==> src/rtl/mips_ctrl_pkg.sv <==
// Shared definitions for the multi-cycle MIPS control FSM: state codes,
// opcode/funct constants, mux select codes and the decoded control bundle.
package mips_ctrl_pkg;

   // FSM state codes; 13..15 are unused and recover to S_FETCH
   typedef enum logic [3:0] {
      S_FETCH     = 4'd0,
      S_DECODE    = 4'd1,
      S_MEM_ADDR  = 4'd2,
      S_MEM_READ  = 4'd3,
      S_MEM_WB    = 4'd4,
      S_MEM_WRITE = 4'd5,
      S_EXECUTE   = 4'd6,
      S_ALU_WB    = 4'd7,
      S_BRANCH    = 4'd8,
      S_JUMP      = 4'd9,
      S_ADDI_EXEC = 4'd10,
      S_ADDI_WB   = 4'd11,
      S_JR        = 4'd12
   } state_e;

   // Opcodes (IR[31:26]) and the JR function code (IR[5:0])
   localparam logic [5:0] OP_RTYPE = 6'b000000;
   localparam logic [5:0] OP_LW    = 6'b100011;
   localparam logic [5:0] OP_SW    = 6'b101011;
   localparam logic [5:0] OP_BEQ   = 6'b000100;
   localparam logic [5:0] OP_J     = 6'b000010;
   localparam logic [5:0] OP_ADDI  = 6'b001000;
   localparam logic [5:0] FUNCT_JR = 6'b001000;

   // ALU operation select
   localparam logic [1:0] ALUOP_ADD   = 2'b00;
   localparam logic [1:0] ALUOP_SUB   = 2'b01;
   localparam logic [1:0] ALUOP_FUNCT = 2'b10;

   // ALU B operand select
   localparam logic [1:0] ALUB_B      = 2'b00;
   localparam logic [1:0] ALUB_FOUR   = 2'b01;
   localparam logic [1:0] ALUB_IMM    = 2'b10;
   localparam logic [1:0] ALUB_IMM_SH = 2'b11;

   // Next-PC source select
   localparam logic [1:0] PCSRC_ALU    = 2'b00;
   localparam logic [1:0] PCSRC_ALUOUT = 2'b01;
   localparam logic [1:0] PCSRC_JUMP   = 2'b10;
   localparam logic [1:0] PCSRC_RS     = 2'b11;

   // Everything the datapath needs from the controller for one cycle
   typedef struct packed {
      logic       pc_write;
      logic       pc_write_cond;
      logic       i_or_d;
      logic       mem_read;
      logic       mem_write;
      logic       ir_write;
      logic       mem_to_reg;
      logic       reg_dst;
      logic       reg_write;
      logic       alu_src_a;
      logic [1:0] alu_src_b;
      logic [1:0] alu_op;
      logic [1:0] pc_source;
      logic       illegal_op;
   } ctrl_t;

   // True for every opcode DECODE knows how to dispatch
   function automatic logic op_supported(input logic [5:0] op);
      return (op == OP_RTYPE) || (op == OP_LW) || (op == OP_SW) ||
             (op == OP_BEQ)   || (op == OP_J)  || (op == OP_ADDI);
   endfunction

endpackage

==> src/rtl/ctrl_out_decode.sv <==
// Combinational strobe decoder: maps the current FSM state (plus mem_ready
// in FETCH and the opcode in DECODE) onto the datapath control bundle.
// Every field not set for a state stays 0.
module ctrl_out_decode
   import mips_ctrl_pkg::*;
(
   input  state_e      state,
   input  logic [5:0]  opcode,
   input  logic        mem_ready,
   output ctrl_t       ctrl
);

   // Per-state control values; zero defaults cover unlisted outputs
   always_comb begin
      ctrl = '0;
      case (state)
         S_FETCH: begin
            ctrl.mem_read  = 1'b1;
            ctrl.i_or_d    = 1'b0;
            ctrl.alu_src_b = ALUB_FOUR;
            ctrl.alu_op    = ALUOP_ADD;
            ctrl.pc_source = PCSRC_ALU;
            // IR and PC only load once the instruction word has arrived
            ctrl.ir_write  = mem_ready;
            ctrl.pc_write  = mem_ready;
         end
         S_DECODE: begin
            ctrl.alu_src_b  = ALUB_IMM_SH;
            ctrl.alu_op     = ALUOP_ADD;
            ctrl.illegal_op = !op_supported(opcode);
         end
         S_MEM_ADDR: begin
            ctrl.alu_src_a = 1'b1;
            ctrl.alu_src_b = ALUB_IMM;
            ctrl.alu_op    = ALUOP_ADD;
         end
         S_MEM_READ: begin
            ctrl.mem_read = 1'b1;
            ctrl.i_or_d   = 1'b1;
         end
         S_MEM_WB: begin
            ctrl.reg_write  = 1'b1;
            ctrl.mem_to_reg = 1'b1;
            ctrl.reg_dst    = 1'b0;
         end
         S_MEM_WRITE: begin
            ctrl.mem_write = 1'b1;
            ctrl.i_or_d    = 1'b1;
         end
         S_EXECUTE: begin
            ctrl.alu_src_a = 1'b1;
            ctrl.alu_src_b = ALUB_B;
            ctrl.alu_op    = ALUOP_FUNCT;
         end
         S_ALU_WB: begin
            ctrl.reg_write  = 1'b1;
            ctrl.reg_dst    = 1'b1;
            ctrl.mem_to_reg = 1'b0;
         end
         S_BRANCH: begin
            ctrl.alu_src_a     = 1'b1;
            ctrl.alu_src_b     = ALUB_B;
            ctrl.alu_op        = ALUOP_SUB;
            ctrl.pc_write_cond = 1'b1;
            ctrl.pc_source     = PCSRC_ALUOUT;
         end
         S_JUMP: begin
            ctrl.pc_write  = 1'b1;
            ctrl.pc_source = PCSRC_JUMP;
         end
         S_ADDI_EXEC: begin
            ctrl.alu_src_a = 1'b1;
            ctrl.alu_src_b = ALUB_IMM;
            ctrl.alu_op    = ALUOP_ADD;
         end
         S_ADDI_WB: begin
            ctrl.reg_write  = 1'b1;
            ctrl.reg_dst    = 1'b0;
            ctrl.mem_to_reg = 1'b0;
         end
         S_JR: begin
            ctrl.pc_write  = 1'b1;
            ctrl.pc_source = PCSRC_RS;
         end
         default: ;
      endcase
   end

endmodule

==> src/rtl/multicycle_ctrl.sv <==
// Main control FSM for the multi-cycle MIPS datapath. Holds the state
// register and the retired-instruction counter; strobes come from
// ctrl_out_decode and are forced low while reset is asserted.
// Build option: define MULTICYCLE_JR_EN to route R-type funct JR through the
// dedicated JR state (PC <- rs); otherwise JR runs the normal R-type path.
module multicycle_ctrl
   import mips_ctrl_pkg::*;
#(
   parameter int CNT_W = 32
) (
   input  logic             clk,
   input  logic             reset,
   input  logic [5:0]       opcode,
   input  logic [5:0]       funct,
   input  logic             zero,
   input  logic             mem_ready,
   output logic             pc_en,
   output logic             pc_write_cond,
   output logic             i_or_d,
   output logic             mem_read,
   output logic             mem_write,
   output logic             ir_write,
   output logic             mem_to_reg,
   output logic             reg_dst,
   output logic             reg_write,
   output logic             alu_src_a,
   output logic [1:0]       alu_src_b,
   output logic [1:0]       alu_op,
   output logic [1:0]       pc_source,
   output logic             illegal_op,
   output logic [3:0]       state_o,
   output logic [CNT_W-1:0] retired
);

   state_e           state_q, state_d;
   logic [CNT_W-1:0] retired_q, retired_d;
   logic             retire;
   logic             is_jr;
   ctrl_t            ctrl;

   // R-type with the JR function code
`ifdef MULTICYCLE_JR_EN
   assign is_jr = (funct == FUNCT_JR);
`else
   // funct is only consulted by the JR path
   logic unused_funct;
   assign unused_funct = ^funct;
   assign is_jr        = 1'b0;
`endif

   // Next-state selection and completion detection
   always_comb begin
      state_d = state_q;
      retire  = 1'b0;
      case (state_q)
         S_FETCH:     if (mem_ready) state_d = S_DECODE;
         S_DECODE: begin
            case (opcode)
               OP_LW, OP_SW: state_d = S_MEM_ADDR;
               OP_RTYPE:     state_d = is_jr ? S_JR : S_EXECUTE;
               OP_BEQ:       state_d = S_BRANCH;
               OP_J:         state_d = S_JUMP;
               OP_ADDI:      state_d = S_ADDI_EXEC;
               default:      state_d = S_FETCH;   // illegal: dropped, not retired
            endcase
         end
         S_MEM_ADDR:  state_d = (opcode == OP_LW) ? S_MEM_READ : S_MEM_WRITE;
         S_MEM_READ:  if (mem_ready) state_d = S_MEM_WB;
         S_MEM_WRITE: begin
            if (mem_ready) begin
               state_d = S_FETCH;
               retire  = 1'b1;
            end
         end
         S_EXECUTE:   state_d = S_ALU_WB;
         S_ADDI_EXEC: state_d = S_ADDI_WB;
         S_MEM_WB, S_ALU_WB, S_BRANCH, S_JUMP, S_ADDI_WB, S_JR: begin
            state_d = S_FETCH;
            retire  = 1'b1;
         end
         default:     state_d = S_FETCH;   // unused codes recover
      endcase
      retired_d = retire ? retired_q + CNT_W'(1) : retired_q;
   end

   // State and retire counter; reset aborts any instruction in flight
   always_ff @(posedge clk) begin
      if (reset) begin
         state_q   <= S_FETCH;
         retired_q <= '0;
      end else begin
         state_q   <= state_d;
         retired_q <= retired_d;
      end
   end

   ctrl_out_decode u_dec (
      .state     (state_q),
      .opcode    (opcode),
      .mem_ready (mem_ready),
      .ctrl      (ctrl)
   );

   // Strobes are gated by reset so nothing fires while state is unknown/aborting
   assign pc_en         = !reset && (ctrl.pc_write || (ctrl.pc_write_cond && zero));
   assign pc_write_cond = !reset && ctrl.pc_write_cond;
   assign ir_write      = !reset && ctrl.ir_write;
   assign reg_write     = !reset && ctrl.reg_write;
   assign mem_read      = !reset && ctrl.mem_read;
   assign mem_write     = !reset && ctrl.mem_write;
   assign illegal_op    = !reset && ctrl.illegal_op;

   // Mux selects pass straight through
   assign i_or_d     = ctrl.i_or_d;
   assign mem_to_reg = ctrl.mem_to_reg;
   assign reg_dst    = ctrl.reg_dst;
   assign alu_src_a  = ctrl.alu_src_a;
   assign alu_src_b  = ctrl.alu_src_b;
   assign alu_op     = ctrl.alu_op;
   assign pc_source  = ctrl.pc_source;

   assign state_o = state_q;
   assign retired = retired_q;

endmodule
==> config.mk <==
export PLATFORM = sky130hd
export DESIGN_NAME = multicycle_ctrl
export DESIGN_NICKNAME = d
export VERILOG_FILES = /design/src/rtl/mips_ctrl_pkg.sv /design/src/rtl/ctrl_out_decode.sv /design/src/rtl/multicycle_ctrl.sv
export SDC_FILE = /design/constraint.sdc
export NUM_CORES = 1
export LEC_CHECK = 0
export ABC_AREA = 1
export BUFFER_PORTS_ARGS = -buffer_cell sky130_fd_sc_hd__buf_4
export CAP_MARGIN = 20
export CORE_MARGIN = 8
export CORE_UTILIZATION = 25
export CTS_BUF_LIST = sky130_fd_sc_hd__clkbuf_4 sky130_fd_sc_hd__clkbuf_8
export CTS_CLUSTER_DIAMETER = 30
export DETAILED_ROUTE_END_ITERATION = 10
export PLACE_DENSITY_LB_ADDON = 0.12
export SYNTH_ARGS = -nofsm -noshare
export SYNTH_HDL_FRONTEND = slang
export SYNTH_SLANG_ARGS = --single-unit
==> constraint.sdc <==
create_clock -name clk -period 2.05 [get_ports clk]
set_input_delay 0 -clock clk [delete_from_list [all_inputs] [get_ports clk]]
set_output_delay 0 -clock clk [all_outputs]
set_load 0.005 [all_outputs]
==> results of run 1 <==
[flip-flops by register name, indices dropped and copies added, names as in the netlist]
name,count
retired,32
state_o,4
[power by group]
group	switching [mW]	internal, mW
clock	0.279	0.301
combinational	0.0699	0.0475
sequential	0.00504	0.702
total	0.354	1.05
[routing by layer]
layer | part of all wire, % | vias to the layer above | wire (um)
met5 | 0 | - | 0
met4 | 0.94 | 0 | 73
met3 | 5.4 | 5 | 416
met2 | 45 | 47 | 3479
met1 | 49 | 1185 | 3804
li1 | - | 1466 | -
[through the flow]
stage / util [%] / instances / hold WS [ns] / area, um2 / power (mW)
after floorplan: - / 427 / 0.1150 / 2427 / 0.7898
after global placement: 31.62 / 617 / 0.3608 / 3034 / 0.8416
after detailed placement: 31.62 / 617 / 0.3557 / 3034 / 0.8428
after CTS: 32.64 / 625 / 0.06844 / 3132 / 1.430
after global routing: 32.64 / 625 / 0.08909 / 3132 / 1.480
final: 32.64 / 625 / 0.07844 / 3132 / 1.405
[critical path, stage by stage, from the launching register on]
cell     delay (ns)
dfxtp_1        0.42
inv_2          0.07
nor2_2         0.18
nand2_1        0.10
nand2_1        0.10
inv_1          0.08
nand2_4        0.24
buf_4          0.22
nand2_1        0.05
o21ai_0        0.14
nor2_1         0.05
[cells by family after synthesis]
logic type	count (synthesis)	share of synthesized area, %
adders and majority gates	1	0.5154
DFF	36	29.69
buffers and inverters	59	10.15
xor gates and xnor gates	6	2.165
AOI/OAI and AO/OA	40	8.970
and+or+nand+nor	285	48.51
[worst max path at each step]
stage	start	cells past startpoint	endpoint	slack [ns]
6_report	state_o[2]	10	retired[3]	0.28
5_1_grt	state_o[2]	11	retired[25]	0.11
4_1_cts	state_o[2]	10	retired[3]	0.27
3_5_place_dp	state_o[2]	10	retired[3]	0.29
3_3_place_gp	state_o[2]	10	retired[3]	0.32
2_1_floorplan	retired[0]	7	retired[24]	0.56
[final cells by class]
cell class	instances	area [um2]	share of cell area [%]
multi-input cells	332	1460	46.62
flip-flops and latches	36	720.7	23.01
repair buffers	67	503.0	16.06
inverters	49	183.9	5.873
well taps	133	166.4	5.314
clock buffers	8	97.59	3.116
[layout by cell type, fill, tap and decap left out, types with 4 or more instances in the layout]
cell type / instances
inv_1: 47
nor2_2: 9
nor2_1: 75
buf_4: 67
o21ai_0: 9
nand4_1: 7
clkbuf_8: 6
nand3_1: 30
nor3_1: 4
a21oi_1: 25
nand2_1: 153
dfxtp_1: 36
==> impl_metrics.toml, run 1 <==
[grt]
use_met2_pct = 20.93
grt_pass1_vias = 2803
grt_pass1_wl_um = 13380
antenna_found_initial = 0
grt_use_met1_pct = 15.52
top_usage_layer = "met2"
grt-ovfl-total = 0
grtUsageTotal_pct = 12.56
grt_max_degree = 27
met3_usage_pct = 3.428

[timing]
slew-limit-headroom_pct = 60.01
finClkSkew_ns = 0.004929
finalMaxSlewViolations = 0
grt_setup_unrepaired = "no"
worst_pin_slew_ns = 0.5992
hold_viol_final = 0
fin_crit_ns = 1.770
min_period_over_period_pct = 86.36
setup_viol = 0
fmax_mhz = 564.9
setup_ws_ns = 0.2796
tns_ns = 0

[floorplanning]
die_x_um = 114.5
ios = 69
initial_core_util_pct = 25.30
placementRows = 36
fp.dieArea_um2 = 13120
core-area_um2 = 9594
die_h_um = 114.5

[cts]
clk_latency_ns = 0.30
tritoncts = "yes"
post-cts-setup-buffer-count = 0
cts-root-buf = "clkbuf_8"
cts_hold_buf = 0
ctsResizeCount = 0
cts_sinks = 36
h-tree-depth = 2
clk_pin_slew_ns = 0.07
max-clock-path-buffers = 2
numCtsBuffers = 5

[route]
drc = 0
drt_iter0_markers = 135
dr.pass1.iters = 4
post_drt_wl_per_cell_um = 12.44
route.vias.total = 2703
vias_per_cell = 4.325
wirelength_um = 7773
ant_nets = 0

[synth]
ys_types = 29
yosys_most_used_dff = "dfxtp_1"
yosysSeqAreaShare_pct = 29.69
synthArstFlopShare_pct = 0
synthCells = 427
syn_avg_cell_area_um2 = 5.685
synth_edf_count = 0
yosysMostFrequentCell = "nand2_1"
synthDominantCellAreaShare_pct = 29.69
yosys.area.top_type = "dfxtp_1"
synth_area_um2 = 2427
synth_warnings = 0
syn_nets = 444
ys_ff_latch = 36
synth_top_cells_by_count = "nand2_1, nor2_1, inv_1"
netlist_top_cells_area = "dfxtp_1, nand2_1, nor2_1, inv_1, nand3_1"

[final_layout]
diodes = 0
fillCellCount = 1083
drive_gt1_share_pct = 18.50
nNetsFinal = 508
areaGrowthSynthToFinish_pct = 29.02

[critical_path]
r2r_setup_slack_ns = 0.28
cp_max_fo = 26
cp.arrival_ns = 1.96
reg2regPathDepth = 10
r2r-end = "retired[3]"
cp-start-kind = "flip-flop"
critPathRequiredTime_ns = 2.24
r2r-start = "state_o[2]"
critical_path_class = "reg -> reg"
end_kind = "flip-flop"

[min_path]
worst_hold_startpoint = "mem_ready"
hold_end = "state_o[2]"
whs_path_depth = 4
min_path_type = "in -> reg"

[run]
drv_cap = 0

[power_and_ir_drop]
power.density_nw_per_um2 = 448.7
p_leak_nw = 1.342
ir_drop_mv = 0.2441

[outcome]
status = "finished, final reports clean"

[placed_design]
gp_congestion = 0.8139
hpwlAfterDp_um = 6080
io_buffers = 62
place_ws_ns = 0.2870
Note: power is estimated with default switching activity, not from simulation.
==> run 2, diff against run 1 <==
Settings changed: BUFFER_PORTS_ARGS -buffer_cell sky130_fd_sc_hd__buf_4 to -buffer_cell sky130_fd_sc_hd__buf_2.
==> run 2 against run 1 <==
Compared with the run above: power down 1.7%; sequential share of layout area up 1.0 points; sequential cell count unchanged; via count up 1.2%; fmax down 0.20%; combinational power down 9%; cell area down 4.3%; worst setup slack worse by 0.0035 ns; worst hold slack about the same; cell count up 0.16%; critical path type unchanged; critical endpoint is now retired[9]; largest cell class unchanged; highest routed layer unchanged.
==> impl_metrics.toml, run 2 (synthesized netlist as in run 1, its figures left out) <==
[cts]
post-cts-setup-buffer-count = 0
clk_latency_ns = 0.29
h-tree-depth = 2
cts-root-buf = "clkbuf_8"
cts_hold_buf = 0
tritoncts = "yes"
cts_sinks = 36
clk_pin_slew_ns = 0.08
ctsResizeCount = 0
max-clock-path-buffers = 2
numCtsBuffers = 5

[critical_path]
worstPathCellList = "nor2_1 > nand2_1 > nand2_1 > inv_1 > nand2_4 > buf_4 > nand3_1 > and3_1"
cp_max_fo = 25
critical_path_class = "reg -> reg"
crit_path_top_delay_cell = "dfxtp_1"
cp.arrival_ns = 1.96
cp_common_cell = "nand2_1"
critPathTopFamily = "simple AND/OR/NAND/NOR gates"
r2r-start = "state_o[0]"
end_kind = "flip-flop"
r2r_setup_slack_ns = 0.28
reg2regPathDepth = 8
crit_path_max_incr_delay_ns = 0.38
worst-path-buf-inv = 2
r2r-end = "retired[9]"
cp-start-kind = "flip-flop"
critPathRequiredTime_ns = 2.24

[timing]
setup_viol = 0
fin_crit_ns = 1.774
min_period_over_period_pct = 86.53
grt_setup_unrepaired = "no"
finClkSkew_ns = 0.006646
fin_hold_ws_ns = 0.07852
finalMaxSlewViolations = 0
slew-limit-headroom_pct = 60.19
fmax_mhz = 563.7
hold_viol_final = 0
tns_ns = 0
worst_pin_slew_ns = 0.5964

[floorplanning]
placementRows = 36
die_h_um = 114.5
die_x_um = 114.5
ios = 69
fp.dieArea_um2 = 13120
core-area_um2 = 9594
initial_core_util_pct = 25.30

[placed_design]
io_buffers = 62
gp_congestion = 0.8343
hpwlAfterDp_um = 6133
dp_cells = 618
placed_area_um2 = 2899

[final_layout]
final_cells = 626
diodes = 0
nNetsFinal = 509
final_cell_mix = "nand2_1, nor2_1, buf_2"
final_common_cell = "nand2_1"
fillCellCount = 1112
areaGrowthSynthToFinish_pct = 23.45
final_area_um2 = 2997
post-route-util_pct = 31.23
largest_reg_flops = 32
drive_gt1_share_pct = 18.66

[route]
post_drt_wl_per_cell_um = 12.40
drt_iter0_markers = 122
drc = 0
vias_per_cell = 4.371
wirelength_um = 7765
ant_nets = 0
dr.pass1.iters = 4
route.vias.total = 2736

[min_path]
whs_path_depth = 4
hold_end = "state_o[2]"
worst_hold_startpoint = "mem_ready"
min_path_type = "in -> reg"

[grt]
grt-ovfl-total = 0
grt_pass1_vias = 2604
grtUsageTotal_pct = 12.28
grt_max_degree = 26
antenna_found_initial = 0
grt_pass1_wl_um = 12900

[power_and_ir_drop]
power.density_nw_per_um2 = 460.7
p_leak_nw = 1.345
ir_drop_mv = 0.2411

[run]
drv_cap = 0

[outcome]
status = "finished, final reports clean"
run 2: layout make-up:
type | count | area (um2) | share of cell area [%]
multi-input cells | 332 | 1460 | 48.73
flip-flops and latches | 36 | 720.7 | 24.05
clock buffers | 8 | 97.59 | 3.257
repair buffers | 68 | 367.9 | 12.28
inverters | 49 | 183.9 | 6.138
well taps | 133 | 166.4 | 5.553
run 2: worst reg2reg max path, cell delays in order, from the launching register on:
cell and delay (ns):
dfxtp_1 0.38, nor2_1 0.31, nand2_1 0.12, nand2_1 0.09
inv_1 0.08, nand2_4 0.25, buf_4 0.22, nand3_1 0.07
and3_1 0.16
run 2: through the flow:
step                      total power, mW  setup slack, ns
final                               1.381           0.2761
after global routing                1.456          0.04079
after CTS                           1.417           0.2637
after detailed placement           0.8333           0.3034
after global placement             0.8326           0.2940
after floorplan                    0.7898           0.5564
run 2: worst max-delay path by stage:
stage                     from  depth (start not counted)  slack [ns]          end
floorplan           retired[0]                          7        0.56  retired[24]
global placement    state_o[2]                          9        0.29   retired[9]
detailed placement  state_o[2]                         11        0.30  retired[25]
CTS                 state_o[2]                         11        0.26  retired[25]
global route        state_o[0]                         10        0.04  retired[25]
finish              state_o[0]                          8        0.28   retired[9]
run 2: routing by layer:
layer  share of wire [%]  routed length, um  global-route usage, %
met1                  50               3902                  16.12
met3                 5.1                394                  3.217
met2                  44               3386                  19.17
met4                 1.0                 81                  3.549
met5                   0                  0                      0
run 2: power by group:
group	switching (mW)	internal (mW)	leakage [nW]
Clock	0.264	0.301	0.0523
Combinational	0.0697	0.0377	1.00
Sequential	0.00561	0.702	0.290
